<file path="config.mk">
export PLATFORM = sky130hd
export DESIGN_NAME = mem_request_scheduler
export DESIGN_NICKNAME = d
export VERILOG_FILES = /design/src/rtl/mem_sched_pkg.sv /design/src/rtl/rr_priority_picker.sv /design/src/rtl/mem_request_scheduler.sv
export SDC_FILE = /design/constraint.sdc
export NUM_CORES = 1
export LEC_CHECK = 0
export BUFFER_PORTS_ARGS = -buffer_cell sky130_fd_sc_hd__buf_2
export CAP_MARGIN = 20
export CELL_PAD_IN_SITES_DETAIL_PLACEMENT = 0
export CELL_PAD_IN_SITES_GLOBAL_PLACEMENT = 1
export CORE_UTILIZATION = 34
export DETAILED_ROUTE_END_ITERATION = 8
export GPL_ROUTABILITY_DRIVEN = 0
export PLACE_DENSITY_LB_ADDON = 0.12
export REMOVE_ABC_BUFFERS = 1
export SYNTH_ARGS = -nofsm -noshare
export SYNTH_HDL_FRONTEND = slang
export SYNTH_SLANG_ARGS = --single-unit
export TNS_END_PERCENT = 50
</file>
<file path="constraint.sdc">
create_clock -name clk -period 3.9 [get_ports clk]
set_clock_uncertainty 0.05 [all_clocks]
set_input_delay 0.78 -clock clk [delete_from_list [all_inputs] [get_ports clk]]
set_output_delay 0.78 -clock clk [all_outputs]
set_load 0.02 [all_outputs]
</file>
<file path="src/rtl/mem_sched_pkg.sv">
// rtl/mem_sched_pkg.sv - shared types and helpers for the memory request scheduler
package mem_sched_pkg;

    typedef enum logic [2:0] {
        IDLE,
        READ_WAIT,
        WRITE_WAIT,
        READ_RELAY,
        WRITE_RELAY
    } chan_state_e;

    typedef enum logic {
        OP_READ,
        OP_WRITE
    } op_e;

    function automatic int id_width(input int n);
        return (n > 1) ? $clog2(n) : 1;
    endfunction

endpackage

</file>
<file path="src/rtl/rr_priority_picker.sv">
// rtl/rr_priority_picker.sv - picks the first set request scanning upward from a pointer
module rr_priority_picker #(
    parameter int N = 4,
    parameter int W = 2
) (
    input  logic [N-1:0] req,
    input  logic [W-1:0] ptr,
    output logic [N-1:0] grant,
    output logic [W-1:0] index,
    output logic         found
);

    always_comb begin
        logic [W-1:0] sel;
        grant = '0;
        index = '0;
        found = 1'b0;
        sel   = '0;
        for (int i = 0; i < N; i++) begin
            sel = W'((int'(ptr) + i) % N);
            if (!found && req[sel]) begin
                found      = 1'b1;
                grant[sel] = 1'b1;
                index      = sel;
            end
        end
    end

endmodule

</file>
<file path="src/rtl/mem_request_scheduler.sv">
// rtl/mem_request_scheduler.sv - shares memory channels among consumers with held round-robin handshakes
module mem_request_scheduler
    import mem_sched_pkg::*;
#(
    parameter int ADDR_BITS     = 8,
    parameter int DATA_BITS     = 8,
    parameter int NUM_CONSUMERS = 4,
    parameter int NUM_CHANNELS  = 2,
    parameter int WRITE_ENABLE  = 1
) (
    input  logic                                     clk,
    input  logic                                     reset,
    input  logic [NUM_CONSUMERS-1:0]                 consumer_read_valid,
    input  logic [NUM_CONSUMERS-1:0][ADDR_BITS-1:0]  consumer_read_address,
    output logic [NUM_CONSUMERS-1:0]                 consumer_read_ready,
    output logic [NUM_CONSUMERS-1:0][DATA_BITS-1:0]  consumer_read_data,
    input  logic [NUM_CONSUMERS-1:0]                 consumer_write_valid,
    input  logic [NUM_CONSUMERS-1:0][ADDR_BITS-1:0]  consumer_write_address,
    input  logic [NUM_CONSUMERS-1:0][DATA_BITS-1:0]  consumer_write_data,
    output logic [NUM_CONSUMERS-1:0]                 consumer_write_ready,
    output logic [NUM_CHANNELS-1:0]                  mem_read_valid,
    output logic [NUM_CHANNELS-1:0][ADDR_BITS-1:0]   mem_read_address,
    input  logic [NUM_CHANNELS-1:0]                  mem_read_ready,
    input  logic [NUM_CHANNELS-1:0][DATA_BITS-1:0]   mem_read_data,
    output logic [NUM_CHANNELS-1:0]                  mem_write_valid,
    output logic [NUM_CHANNELS-1:0][ADDR_BITS-1:0]   mem_write_address,
    output logic [NUM_CHANNELS-1:0][DATA_BITS-1:0]   mem_write_data,
    input  logic [NUM_CHANNELS-1:0]                  mem_write_ready,
    output logic                                     idle
);

    localparam int   IDW = id_width(NUM_CONSUMERS);
    localparam logic WE  = (WRITE_ENABLE != 0);

    logic [IDW-1:0]           rr_ptr;
    logic [IDW-1:0]           next_ptr;
    chan_state_e              st       [NUM_CHANNELS];
    logic [IDW-1:0]           cid      [NUM_CHANNELS];
    logic [NUM_CONSUMERS-1:0] mask     [NUM_CHANNELS+1];
    logic [NUM_CONSUMERS-1:0] grant    [NUM_CHANNELS];
    logic [IDW-1:0]           gidx     [NUM_CHANNELS];
    logic [NUM_CHANNELS-1:0]  found;
    logic [NUM_CHANNELS-1:0]  chan_to_idle;
    logic [NUM_CONSUMERS-1:0] claimed;

    // Any non-IDLE channel (including one releasing this cycle) keeps its consumer off-limits.
    always_comb begin
        claimed = '0;
        for (int c = 0; c < NUM_CHANNELS; c++) begin
            if (st[c] != IDLE) claimed[cid[c]] = 1'b1;
        end
    end

    assign mask[0] = (consumer_read_valid | (consumer_write_valid & {NUM_CONSUMERS{WE}})) & ~claimed;

    // The last granting channel holds the furthest id in scan order.
    always_comb begin
        next_ptr = rr_ptr;
        for (int c = 0; c < NUM_CHANNELS; c++) begin
            if (found[c]) begin
                next_ptr = (int'(gidx[c]) == NUM_CONSUMERS - 1) ? '0 : gidx[c] + 1'b1;
            end
        end
    end

    for (genvar c = 0; c < NUM_CHANNELS; c++) begin : g_chan
        chan_state_e              state;
        logic [IDW-1:0]           id;
        logic [ADDR_BITS-1:0]     addr;
        logic [DATA_BITS-1:0]     wdata;
        logic                     rvalid;
        logic                     wvalid;
        logic                     cur_valid;
        logic [NUM_CONSUMERS-1:0] req;
        op_e                      op;

        assign req = (state == IDLE) ? mask[c] : '0;

        rr_priority_picker #(.N(NUM_CONSUMERS), .W(IDW)) u_pick (
            .req   (req),
            .ptr   (rr_ptr),
            .grant (grant[c]),
            .index (gidx[c]),
            .found (found[c])
        );

        assign mask[c+1] = mask[c] & ~grant[c];
        assign op        = consumer_read_valid[gidx[c]] ? OP_READ : OP_WRITE;
        assign cur_valid = (state == READ_RELAY) ? consumer_read_valid[id] : consumer_write_valid[id];
        assign chan_to_idle[c] = ((state == IDLE) && !found[c]) ||
                                 (((state == READ_RELAY) || (state == WRITE_RELAY)) && !cur_valid);

        always_ff @(posedge clk) begin
            if (reset) begin
                state  <= IDLE;
                id     <= '0;
                addr   <= '0;
                wdata  <= '0;
                rvalid <= 1'b0;
                wvalid <= 1'b0;
            end else begin
                case (state)
                    IDLE: if (found[c]) begin
                        id <= gidx[c];
                        if (op == OP_READ) begin
                            state  <= READ_WAIT;
                            rvalid <= 1'b1;
                            addr   <= consumer_read_address[gidx[c]];
                        end else begin
                            state  <= WRITE_WAIT;
                            wvalid <= 1'b1;
                            addr   <= consumer_write_address[gidx[c]];
                            wdata  <= consumer_write_data[gidx[c]];
                        end
                    end
                    READ_WAIT: if (mem_read_ready[c]) begin
                        rvalid <= 1'b0;
                        state  <= READ_RELAY;
                    end
                    WRITE_WAIT: if (mem_write_ready[c]) begin
                        wvalid <= 1'b0;
                        state  <= WRITE_RELAY;
                    end
                    READ_RELAY, WRITE_RELAY: if (!cur_valid) state <= IDLE;
                    default: state <= IDLE;
                endcase
            end
        end

        assign st[c]                = state;
        assign cid[c]               = id;
        assign mem_read_valid[c]    = rvalid;
        assign mem_read_address[c]  = addr;
        assign mem_write_valid[c]   = wvalid & WE;
        assign mem_write_address[c] = WE ? addr : '0;
        assign mem_write_data[c]    = WE ? wdata : '0;
    end

    // Consumer-facing handshake registers are owned here so each bit has one driver.
    always_ff @(posedge clk) begin
        if (reset) begin
            consumer_read_ready  <= '0;
            consumer_read_data   <= '0;
            consumer_write_ready <= '0;
            rr_ptr               <= '0;
            idle                 <= 1'b1;
        end else begin
            for (int c = 0; c < NUM_CHANNELS; c++) begin
                if (st[c] == READ_WAIT && mem_read_ready[c]) begin
                    consumer_read_ready[cid[c]] <= 1'b1;
                    consumer_read_data[cid[c]]  <= mem_read_data[c];
                end
                if (st[c] == WRITE_WAIT && mem_write_ready[c] && WE) begin
                    consumer_write_ready[cid[c]] <= 1'b1;
                end
                if (st[c] == READ_RELAY && !consumer_read_valid[cid[c]]) begin
                    consumer_read_ready[cid[c]] <= 1'b0;
                end
                if (st[c] == WRITE_RELAY && !consumer_write_valid[cid[c]]) begin
                    consumer_write_ready[cid[c]] <= 1'b0;
                end
            end
            rr_ptr <= next_ptr;
            idle   <= &chan_to_idle;
        end
    end

endmodule

</file>
==> qor.txt, run 1 <==
outcome = completed
DR vias = 7498
wire length per cell = 19.1 um
cell count of the worst reg-to-reg path = 13
post-route minimum period = 3810 ps
Num Clock Sinks = 89
Flop pwr share = 12.1%
Routed Wire Length = 25600 um
final non-filler cell total = 1339
switching share of power = 50.8%
Core ar. = 19000 um2
antenna viol nets, final = 0
CTS clk-pin slew, worst paths = 80 ps
Async SR Flop Fraction = 0%
r2r endpoint = g_chan[1].wvalid
layout cell share with drive strength beyond 1 = 37.7%
H-tree level count = 3
dpl hpwl = 19000 um
Total GRT Usage = 25.2%
mapped cell area = 6680 um2
First-pass DRT Iterations = 5
leakage power = 3.87 nW
register area share after synthesis = 26.7%
final hold vios = 0
TritonCTS Buffers = 9
CP Capture Type = flop
post-synth top area cell = dfxtp_1
Initial Utilization = 35.2%
antenna diode count = 0
antenna violations before repair = 0
CTS Buffer Depth = 2
Top FF cell, synth = dfxtp_1
Rows = 50
initial DRC count = 438
WHS Endpoint = g_chan[0].wdata[4]
Port Buffers = 218
total power = 11.1 mW
total die area = 20200 um2
clk_lat worst skew = 360 ps
dpl cells = 1317
Syn. warnings = 0
Root Buffer = clkbuf_16
post-route clock period utilization = 97.6%
vias in the first global route = 6997
reg2reg setup slack = 90 ps
Hold Path Origin = g_chan[0].wdata[4]
most frequent cell after synthesis = nand2_1
die extent in y = 142 um
synth unique cells = 83
Power Internal = 5.45 mW
largest net degree at the start of global routing = 79
CTS tree = done
Post-CTS Hold Fix Bufs = 0
dominant cells by area after synthesis = dfxtp_1, mux2i_1, nand2_1
Worst Tran Pin Value = 985 ps
critical path peak fanout = 11
via/cell ratio = 5.60
Hold Path Depth = 2
Overflow after GRT = 0
Clk pwr share = 8.2%
Mapped Cells = 840
area occupied by registers = 1780 um2
Hold Crit Class = flop to flop
maxcap violations = 0
Yosys reg bits = 89
switching power = 5.63 mW
Critical Path RT = 4070 ps
DRC = 0
Slew Viols, Final = 0
setup violators final = 0
Area Growth Syn to Fin = 32.5%
unrepaired setup endpoints after global routing = false
NumNets Final = 1204
slew margin rel. = 34.3%
first-pass GRT wire length = 38900 um
Worst VDD drop = 0.000747 V
fillcell total = 1973
PwrDens = 1250 nW/um2
RR Startpoint = g_chan[1].state[0]
number of synthesized flops with an enable pin = 0
Setup CP Type = flop to flop
Multi-input gate area = 4490 um2
top achievable clock speed = 263 MHz
commonest cells in the netlist = nand2_1, dfxtp_1, nor2_1
Arrival @ worst endpoint = 3970 ps
Syn Area/Cell = 7.95 um2
io pins = 219
combinational power share = 79.7%
post-synth top area share = 26.7%
die width = 142 um
CP Launch Type = flop
==> layout make-up <==
cell class / count / share of cell area, %
multi-input combinational: 651 / 50.8
timing repair buffer: 310 / 21.5
sequential: 89 / 20.1
tap: 260 / 3.67
clock buffer: 9 / 2.54
clock inverter: 7 / 0.792
inverter: 13 / 0.551
==> kinds of logic after synthesis <==
logic type / after synthesis / share of synthesized area [%]
AOI/OAI and AO/OA: 270 / 31.4
xor gates and xnor gates: 2 / 0.262
adders and majority gates: 4 / 0.749
buffers and inverters: 100 / 7.79
DFF: 89 / 26.7
muxes: 66 / 11.4
and+or+nand+nor: 309 / 21.8
==> layer usage <==
layer | share of wire, % | up-vias | track usage (%)
met3 | 6.6 | 23 | 3.43
met2 | 46 | 298 | 41.5
li1 | - | 3632 | -
met4 | 1.2 | 0 | 6.90
met1 | 46 | 3545 | 34.1
met5 | 0 | - | 0
==> power groups by stage <==
stage               Sequential (mW)  Clock [mW]  Combinational (mW)
global route                   1.37       0.965                9.54
detailed placement             1.36           0                8.38
finish                         1.34       0.909                8.83
global placement               1.36           0                8.37
floorplan                      1.66           0                4.72
CTS                            1.34       0.928                8.43
==> critical path, stage by stage, from the launching register on <==
cell,delay [ps]
dfxtp_1,330
buf_6,150
o311a_4,390
or3_4,400
a21oi_4,200
a211oi_4,70
a221o_2,420
or2_4,270
mux4_2,510
and2_4,200
a211o_4,330
buf_4,140
a31oi_1,150
nor3_1,50
==> cell usage in the layout (no fill, tap or decap), types with 4 or more instances in the layout <==
master / Yosys / final
a211o_1: 19 / 19
a211oi_1: 38 / 36
a21boi_0: 14 / 14
a21oi_1: 26 / 26
a311oi_1: 32 / 32
a31oi_1: 13 / 13
and3_1: 15 / 15
buf_12: 0 / 9
buf_2: 14 / 218
buf_4: 24 / 81
clkbuf_16: 0 / 9
dfxtp_1: 89 / 88
ha_1: 4 / 4
inv_1: 10 / 10
mux2_2: 16 / 16
mux2i_1: 43 / 42
mux4_2: 6 / 6
nand2_1: 108 / 108
nand3_1: 60 / 60
nor2_1: 74 / 73
nor3_1: 9 / 7
nor3b_1: 5 / 4
o211ai_1: 17 / 17
o21ai_0: 39 / 39
o21ai_1: 5 / 5
o22ai_1: 8 / 7
o311ai_1: 6 / 7
o41ai_2: 6 / 6
or2_2: 6 / 6
==> repair_timing <==
item                                    4_1_cts  5_1_grt
endpoints found under the setup margin        6       24
resized for setup                             3       20
cloned                                        0        0
setup buffers                                 1        5
pin swaps                                     1        6
==> how the worst max path moves through the flow <==
stage               slack, ps                    from  cells past startpoint            endpoint
finish                     90      g_chan[1].state[0]                     13    g_chan[1].wvalid
global route                4      g_chan[1].state[0]                     13    g_chan[1].wvalid
floorplan                -740                    flop                     12  g_chan[0].state[1]
CTS                        10      g_chan[1].state[0]                     12  g_chan[1].wdata[0]
detailed placement       -210  consumer_read_valid[2]                     13    g_chan[1].rvalid
global placement         -100  consumer_read_valid[0]                     13    g_chan[1].rvalid
==> flip-flops by register name, indices dropped and copies added, names as in the netlist, named ones only <==
signal / flops
consumer_read_data: 32
g_chan.addr: 16
g_chan.wdata: 16
g_chan.state: 6
consumer_read_ready: 4
consumer_write_ready: 4
g_chan.id: 4
g_chan.rvalid: 2
g_chan.wvalid: 2
idle: 1
rr_ptr: 1
==> through the flow <==
step,TNS (ps),setup slack (ps),area (um2),hold WS (ps),utilization (%)
after global routing,0,3.90,8850,453,46.7
after detailed placement,-1790,-210,8370,415,44.2
final,0,94.9,8850,427,46.7
after floorplan,-15340,-739,6210,442,-
after global placement,-533,-103,8370,413,44.2
after CTS,0,14.3,8680,426,45.8
(Power assumes the default switching activity.)
==> run 2: changes to the inputs <==
Settings changed: CAP_MARGIN 20 to 40, CORE_ASPECT_RATIO set to 1.4, CTS_BUF_LIST set to sky130_fd_sc_hd__clkbuf_4.
==> run 2 against run 1 <==
Net effect:
- the run now ends with negative setup slack left
- sequential power is essentially flat
- die area is essentially flat
- sequential share of layout area shrank 0.11 points
- routed wire length grew 2.0%
- flip-flop and latch count is the same
- cell count grew 0.15%
- first-iteration DRC count grew 13%
- combinational power grew 3.3%
==> qor.txt, run 2 (synthesized netlist as in run 1, its figures left out) <==
Num Clock Sinks = 89 (unchanged)
Critical Path Max Stage Delay = 490 ps (-20 ps)
antenna viol nets, final = 0 (unchanged)
fillcell total = 2034 (+3.1%)
Total GRT Usage = 25.0% (-0.19 points)
leakage power = 3.92 nW (+1.3%)
maxcap violations = 0 (unchanged)
max FFs per register = 32 (unchanged)
Slew Viols, Final = 0 (unchanged)
CTS tree = done
layout cell share with drive strength beyond 1 = 38.7% (+1.0 points)
initial DRC count = 493 (+13%)
die extent in y = 168 um (+18%)
vias in the first global route = 7096 (+1.4%)
CP Capture Type = flop
Largest Register = consumer_read_data
Routed Wire Length = 26200 um (+2.0%)
CP bufs+invs = 2 (unchanged)
final core area utilization = 46.6% (-0.12 points)
setup violators final = 1 (+1)
io pins = 219 (unchanged)
setup TNS after final layout = -0.697 ps (-0.697 ps)
Critical Path RT = 4240 ps (+170 ps)
TritonCTS Buffers = 9 (unchanged)
CTS clk-pin slew, worst paths = 170 ps (+90 ps)
CP delay by family, top = compound AO/OA/AOI/OAI gates
die width = 120 um (-15%)
total power = 11.2 mW (+1.4%)
H-tree level count = 3 (unchanged)
critical path peak fanout = 5 (-6)
PwrDens = 1260 nW/um2 (+0.31%)
most frequent cells in the layout = buf_2, nand2_1, buf_4, dfxtp_1, nor2_1
Hold Crit Class = flop to flop
Setup CP Type = flop to flop
NumNets Final = 1217 (+1.1%)
Worst Tran Pin Value = 553 ps (-432 ps)
Critical Path Slowest Stage Cell = mux4_2
final worst slack = -0.697 ps (-95.6 ps)
total die area = 20200 um2 (about the same)
antenna violations before repair = 1 (+1)
CP Launch Type = flop
via/cell ratio = 5.61 (+0.26%)
Root Buffer = clkbuf_4
DRC = 0 (unchanged)
hold_ws = 436 ps (+9.65 ps)
CTS Buffer Depth = 2 (unchanged)
unrepaired setup endpoints after global routing = true
failing checks = negative setup slack
final hold vios = 0 (unchanged)
Port Buffers = 218 (unchanged)
wire length per cell = 19.5 um (+1.8%)
DR vias = 7529 (+0.41%)
Top Registers = consumer_read_data: 32 flops, g_chan.addr: 16 flops, g_chan.wdata: 16 flops
first-pass GRT wire length = 39100 um (+0.57%)
Core ar. = 19200 um2 (+1.4%)
clk_lat worst skew = 490 ps (+130 ps)
Area Growth Syn to Fin = 34.0%
largest net degree at the start of global routing = 74 (-6.3%)
Overflow after GRT = 0 (unchanged)
dpl hpwl = 19300 um (+2.0%)
top achievable clock speed = 256 MHz (-2.5%)
Worst VDD drop = 0.000689 V (-7.7%)
most common cell after layout, fill and taps aside = buf_2
post-route clock period utilization = 100% (+2.5 points)
crit path cell chain = or3_4 -> a211o_1 -> a21oi_2 -> buf_12 -> a211oi_4 -> a221o_2 -> or2_1 -> mux4_2 -> and2_4 -> nor2_4 -> clkbuf_16 -> o211ai_1 -> a311oi_1
slew margin rel. = 62.6% (+28 points)
Initial Utilization = 34.8% (-0.48 points)
post-route minimum period = 3900 ps (+95.6 ps)
Arrival @ worst endpoint = 4240 ps (+270 ps)
First-pass DRT Iterations = 7 (+2)
outcome = complete, but fails checks
Rows = 60 (+20%)
final non-filler cell total = 1341 (+0.15%)
dpl cells = 1314 (-0.23%)
-- run 2: changes by cell type in the layout (fill, tap and decap cells not counted), sizes merged --
cell      change
buf          +10
bufinv        +4
clkbuf        +2
clkinv        -2
clkinvlp      -1
diode         +1
inv           -1
or3           +1
-- run 2: report_power, final --
group          internal, mW  switching (mW)  leakage (nW)
clock                 0.396           0.374         0.112
sequential             1.17           0.172         0.732
combinational          3.96            5.16          3.08
total                  5.53            5.71          3.92
-- run 2: repair_timing --
item	4_1_cts	5_1_grt
setup buffers	0	8
cloned	0	4
hold buffers	0	0
pin swaps	1	28
setup endpoints to repair	12	26
gates resized for setup	1	34
-- run 2: stage by stage --
stage / instance area (um2) / setup WS [ps]
2_1_floorplan: 6210 / -739
3_3_place_gp: 8400 / -59.3
3_5_place_dp: 8450 / -106
4_1_cts: 8670 / 73.2
5_1_grt: 8950 / -87.7
6_report: 8950 / -0.697
-- run 2: routing by layer --
layer  vias to the layer above  track usage (%)  part of all wire, %
li1                       3655                -                    -
met1                      3580             29.2                   41
met2                       256             46.4                   53
met3                        38             2.34                  4.3
met4                         0             9.29                  2.3
met5                         -                0                    0
-- run 2: worst register-to-register path, stage by stage, from the launching register on --
cell and delay (ps):
dfxtp_4 390, or3_4 450, a211o_1 350, a21oi_2 240
buf_12 140, a211oi_4 50, a221o_2 390, or2_1 250
mux4_2 490, and2_4 210, nor2_4 250, clkbuf_16 210
o211ai_1 90, a311oi_1 260
-- run 2: area by class of cell --
class / instances / area, um2 / share of cell area, %
sequential: 89 / 1790 / 20.0
timing repair buffer: 322 / 2040 / 22.8
clock buffer: 9 / 67.6 / 0.755
tap: 248 / 310 / 3.47
clock inverter: 7 / 146 / 1.64
inverter: 13 / 48.8 / 0.545
multi-input combinational: 652 / 4540 / 50.7
antenna: 1 / 2.50 / 0.0280
-- run 2: final timing paths --
kind                           start                 end  slack, ps  depth (start not counted)
setup / recovery  g_chan[1].state[2]   g_chan[1].addr[2]       -0.7                         13
hold / removal    g_chan[0].wdata[5]  g_chan[0].wdata[5]        440                          2
setup reg to reg  g_chan[1].state[2]   g_chan[1].addr[2]       -0.7                         13
hold reg to reg   g_chan[0].wdata[5]  g_chan[0].wdata[5]        440                          2
